==> src/rtl/adder_serial_pkg.sv <==
// Shared types for the serial adder: FSM state encoding only, since all
// widths are per-instance parameters.
package adder_serial_pkg;

    typedef enum logic [1:0] {
        STATE_IDLE,
        STATE_CALC,
        STATE_DONE
    } state_t;

endpackage

==> src/rtl/adder_chunk.sv <==
// Combinational ripple-carry adder of parametrised width; one chunk of the
// serial adder's per-cycle work.
module adder_chunk #(
    parameter int unsigned nbits = 1
) (
    input  logic [nbits-1:0] a,
    input  logic [nbits-1:0] b,
    input  logic             cin,
    output logic [nbits-1:0] sum,
    output logic             cout
);

    logic c;

    always_comb begin
        sum = '0;
        c   = cin;
        for (int unsigned i = 0; i < nbits; i++) begin
            sum[i] = a[i] ^ b[i] ^ c;
            c      = (a[i] & b[i]) | (c & (a[i] ^ b[i]));
        end
        cout = c;
    end

endmodule

==> src/rtl/adder_serial.sv <==
// Multi-cycle adder: iterates a chunk_nbits-wide ripple adder over the
// operands, one chunk per cycle, behind val/rdy handshakes on both sides.
module adder_serial
    import adder_serial_pkg::*;
#(
    parameter int unsigned nbits       = 32,
    parameter int unsigned chunk_nbits = 1
) (
    input  logic             clk,
    input  logic             reset,
    input  logic             istream_val,
    output logic             istream_rdy,
    input  logic [nbits-1:0] in0,
    input  logic [nbits-1:0] in1,
    input  logic             cin,
    output logic             ostream_val,
    input  logic             ostream_rdy,
    output logic [nbits-1:0] sum,
    output logic             cout
);

    localparam int unsigned nchunks = nbits / chunk_nbits;
    localparam int unsigned cnt_w   = $clog2(nchunks) + 1;
    localparam logic [cnt_w-1:0] last_cnt = cnt_w'(nchunks - 1);

    if (nbits < 1 || chunk_nbits < 1 || (nbits % chunk_nbits) != 0) begin : g_bad_params
        $error("adder_serial: chunk_nbits must be >= 1 and divide nbits exactly");
    end

    state_t                 state;
    logic [nbits-1:0]       a_reg;
    logic [nbits-1:0]       b_reg;
    logic [nbits-1:0]       sum_reg;
    logic                   carry;
    logic [cnt_w-1:0]       cnt;
    logic [chunk_nbits-1:0] chunk_sum;
    logic                   chunk_cout;
    logic [nbits-1:0]       sum_shift;

    adder_chunk #(
        .nbits (chunk_nbits)
    ) u_chunk (
        .a    (a_reg[chunk_nbits-1:0]),
        .b    (b_reg[chunk_nbits-1:0]),
        .cin  (carry),
        .sum  (chunk_sum),
        .cout (chunk_cout)
    );

    // Shift-based insert keeps the nchunks == 1 case free of empty slices.
    always_comb begin
        sum_shift = (sum_reg >> chunk_nbits) | (nbits'(chunk_sum) << (nbits - chunk_nbits));
    end

    always_ff @(posedge clk) begin
        if (reset) begin
            state       <= STATE_IDLE;
            a_reg       <= '0;
            b_reg       <= '0;
            sum_reg     <= '0;
            carry       <= 1'b0;
            cnt         <= '0;
            istream_rdy <= 1'b0;
            ostream_val <= 1'b0;
        end else begin
            case (state)
                STATE_IDLE: begin
                    istream_rdy <= 1'b1;
                    if (istream_val && istream_rdy) begin
                        a_reg       <= in0;
                        b_reg       <= in1;
                        carry       <= cin;
                        cnt         <= '0;
                        istream_rdy <= 1'b0;
                        state       <= STATE_CALC;
                    end
                end
                STATE_CALC: begin
                    sum_reg <= sum_shift;
                    a_reg   <= a_reg >> chunk_nbits;
                    b_reg   <= b_reg >> chunk_nbits;
                    carry   <= chunk_cout;
                    cnt     <= cnt + 1'b1;
                    if (cnt == last_cnt) begin
                        ostream_val <= 1'b1;
                        state       <= STATE_DONE;
                    end
                end
                STATE_DONE: begin
                    if (ostream_rdy) begin
                        ostream_val <= 1'b0;
                        istream_rdy <= 1'b1;
                        state       <= STATE_IDLE;
                    end
                end
                default: begin
                    state <= STATE_IDLE;
                end
            endcase
        end
    end

    assign sum  = sum_reg;
    assign cout = carry;

endmodule

==> config.mk <==
export PLATFORM = sky130hd
export DESIGN_NAME = adder_serial
export DESIGN_NICKNAME = d
export VERILOG_FILES = /design/src/rtl/adder_serial_pkg.sv /design/src/rtl/adder_chunk.sv /design/src/rtl/adder_serial.sv
export SDC_FILE = /design/constraint.sdc
export NUM_CORES = 1
export LEC_CHECK = 0
export CORE_AREA = 8 8 93 95
export CTS_BUF_LIST = sky130_fd_sc_hd__clkbuf_16
export DETAILED_ROUTE_END_ITERATION = 12
export DIE_AREA = 0 0 101 103
export DONT_BUFFER_PORTS = 1
export PLACE_DENSITY = 0.75
export SYNTH_ARGS = -nofsm -noshare
export SYNTH_HDL_FRONTEND = slang
export SYNTH_SLANG_ARGS = --single-unit
==> constraint.sdc <==
create_clock -name clk -period 3.95 [get_ports clk]
set_input_delay 0.395 -clock clk [delete_from_list [all_inputs] [get_ports clk]]
set_output_delay 0.395 -clock clk [all_outputs]
set_load 0.05 [all_outputs]
==> reports/results.tsv <==
metric	value	unit
Final ANT Viol Nets	0	
final max-slew violation count	0	
PostCTS Resize Cnt	0	
final period utilization	63.1	%
clk slew on worst S/H paths	0.07	ns
row cnt	31	
WP data required	4.20	ns
async set-reset flop share out of synthesis	0	%
Num CTS Buffers	9	
max incr delay on CP	0.82	ns
Clock Latency Late Sink	0.34	ns
GRT Total Usage	18.3	%
Reg2Reg Depth	4	
CP max stage cell	dfxtp_1	
worst-path cell chain	nor2b_4 -> buf_4 -> mux2i_1 -> a211oi_1	
CTS Sinks	107	
GR Util met3	7.22	%
Setup Buffers After CTS	0	
I/O Buffers	0	
hold_buf cts	0	
Die ar.	10400	µm²
fmax	0.401	GHz
Fin Setup TNS	0	ns
root buf cell	clkbuf_16	
largest net degree at the start of global routing	79	
status	complete, no violations	
FF+latch count, synth	107	
synth warn	0	
Worst Setup SP	state[0]$_SDFFE_PP0P_	
Starting Density	59.0	%
leak pwr	0.00169	µW
fin crit period	2.49	ns
Setup Viol. Count Final	0	
Die Span X	101	µm
CP startpoint kind	flop	
RSZ-0062 raised after global routing	false	
max cap viols	0	
met2 Use GR	29.6	%
EDFF count, synth	0	
r2r startpoint	state[0]$_SDFFE_PP0P_	
number of vias in the routed layout	3307	
core area	7140	µm²
sequential area share after synthesis	50.8	%
Nets	529	
CP endpoint kind	flop	
Slew @ Worst Pin	1.22	ns
placed cell count	546	
htree depth	3	
Synth Area per Inst	8.67	µm²
Worst Hold Path Cells	1	
peak supply drop	241	µV
antenna violations before repair	0	
DR iter-0 viols	183	
Top FF cell, synth	dfxtp_1	
most frequent cells in the layout	107 x dfxtp_1, 68 x nor2_1, 67 x nand2_1	
first-pass GRT wire length	15.3	mm
Most Used Layer, Global Route	met2	
Final GP Congestion	0.774	
post-route DRC violation count	0	
Diodes inserted	0	
Syn Nets	557	
Hold Vio Cnt, Final	0	
drt pass-1 iters	4	
crit-path max FO	39	
WL/cell	17.1	µm
most common cell after layout, fill and taps aside	dfxtp_1	
pwr dens	516	nW/µm²
CTS tree	yes	
vias per cell	5.91	
design area	4490	µm²
Post-Route WL	9.59	mm
final clock skew	0.00906	ns
CP arrival	2.75	ns
post-synth cell types	35	
Worst Hold Launch	reset	
Crit. path cell count	4	
synthesized instance count	486	
worst hold path type	in2reg	
DP Area	4190	µm²
Die Y	103	µm
GR Overflow Total	0	
vias in the first global route	3140	
Crit Path Category	reg2reg	
Mapped Area	4210	µm²
maximum clock insertion buffer count	2	
Area growth, synth to finish	6.62	%
Finished Layout Cells	560	
CP Buf/Inv Count	1	
layout cells sized above 1	5.21	%
I/O pin count	104	
M1 GR Usage	22.0	%
max_slew headroom	18.3	%
post-DP HPWL	6.34	mm
CP delay by family, top	flip-flops	
## cells in the mapped netlist (2+ instances only)
cell	n	area [µm²]
nor2_1	68	255
dfxtp_1	107	2140
nand3_1	4	20.0
a211o_1	2	17.5
buf_2	18	90.1
a22o_1	27	236
nor2b_1	3	18.8
nor3_1	35	175
o21ai_0	2	10.0
nor4_1	35	219
nand2_1	67	251
a21oi_1	37	185
a221o_1	17	170
buf_6	2	22.5
buf_4	3	22.5
clkbuf_1	18	67.6
and3_1	3	18.8
nor3b_1	2	15.0
nand2b_1	3	18.8
and2_1	17	106
buf_1	2	7.51
## cell type report
class                   instances  area (µm²)
repair buffers                  4        30.0
well taps                      99         124
clock buffers                   9         225
multi-input cells             335        1890
fillers                       642        2650
inverters                       1        3.75
clock inverters                 5        80.1
flip-flops and latches        107        2140
## final timing paths
kind | to | slack (ns)
max reg2reg | cout$_SDFFE_PP0P_ | 1.46
min reg2reg | b_reg[31]$_SDFFE_PP0P_ | 0.47
max | cout$_SDFFE_PP0P_ | 1.46
min | ostream_val$_SDFFE_PP0P_ | 0.13
## worst reg2reg max path, delay by kind of cell (launching register included)
kind | cells | cell delay (ns)
DFF | 1 | 0.82
and+or+nand+nor | 1 | 0.75
buffers and inverters | 1 | 0.49
AOI/OAI and AO/OA | 1 | 0.22
muxes | 1 | 0.14
## kinds of logic after synthesis
kind of cell               count (synthesis)  share of synthesized area (%)
and+or+nand+nor                          243                           27.5
adders and majority gates                  2                          0.772
DFF                                      107                           50.8
muxes                                      2                          0.505
buffers and inverters                     44                           5.08
AOI/OAI and AO/OA                         88                           15.3
## metal layers
metal	up-vias	part of all wire (%)
met5	-	0
met4	0	0.40
met3	2	9.8
met2	98	48
met1	1552	42
li1	1655	-
## per-stage QoR
step           util (%)  power (µW)  worst slack, ns  hold WS (ns)
2_1_floorplan         -        1400             2.12         0.440
3_3_place_gp       58.7        1410             1.48         0.453
3_5_place_dp       58.7        1420             1.44         0.459
4_1_cts            62.9        2330             1.42         0.123
5_1_grt            62.9        2410             1.20         0.117
6_report           62.9        2320             1.46         0.131
## report_power, final
group	internal, µW	total, µW	switching, µW
clock	547	924	377
sequential	1140	1200	52.8
combinational	80.0	197	117
total	1770	2320	547
Power figures use the tool's default switching activity.
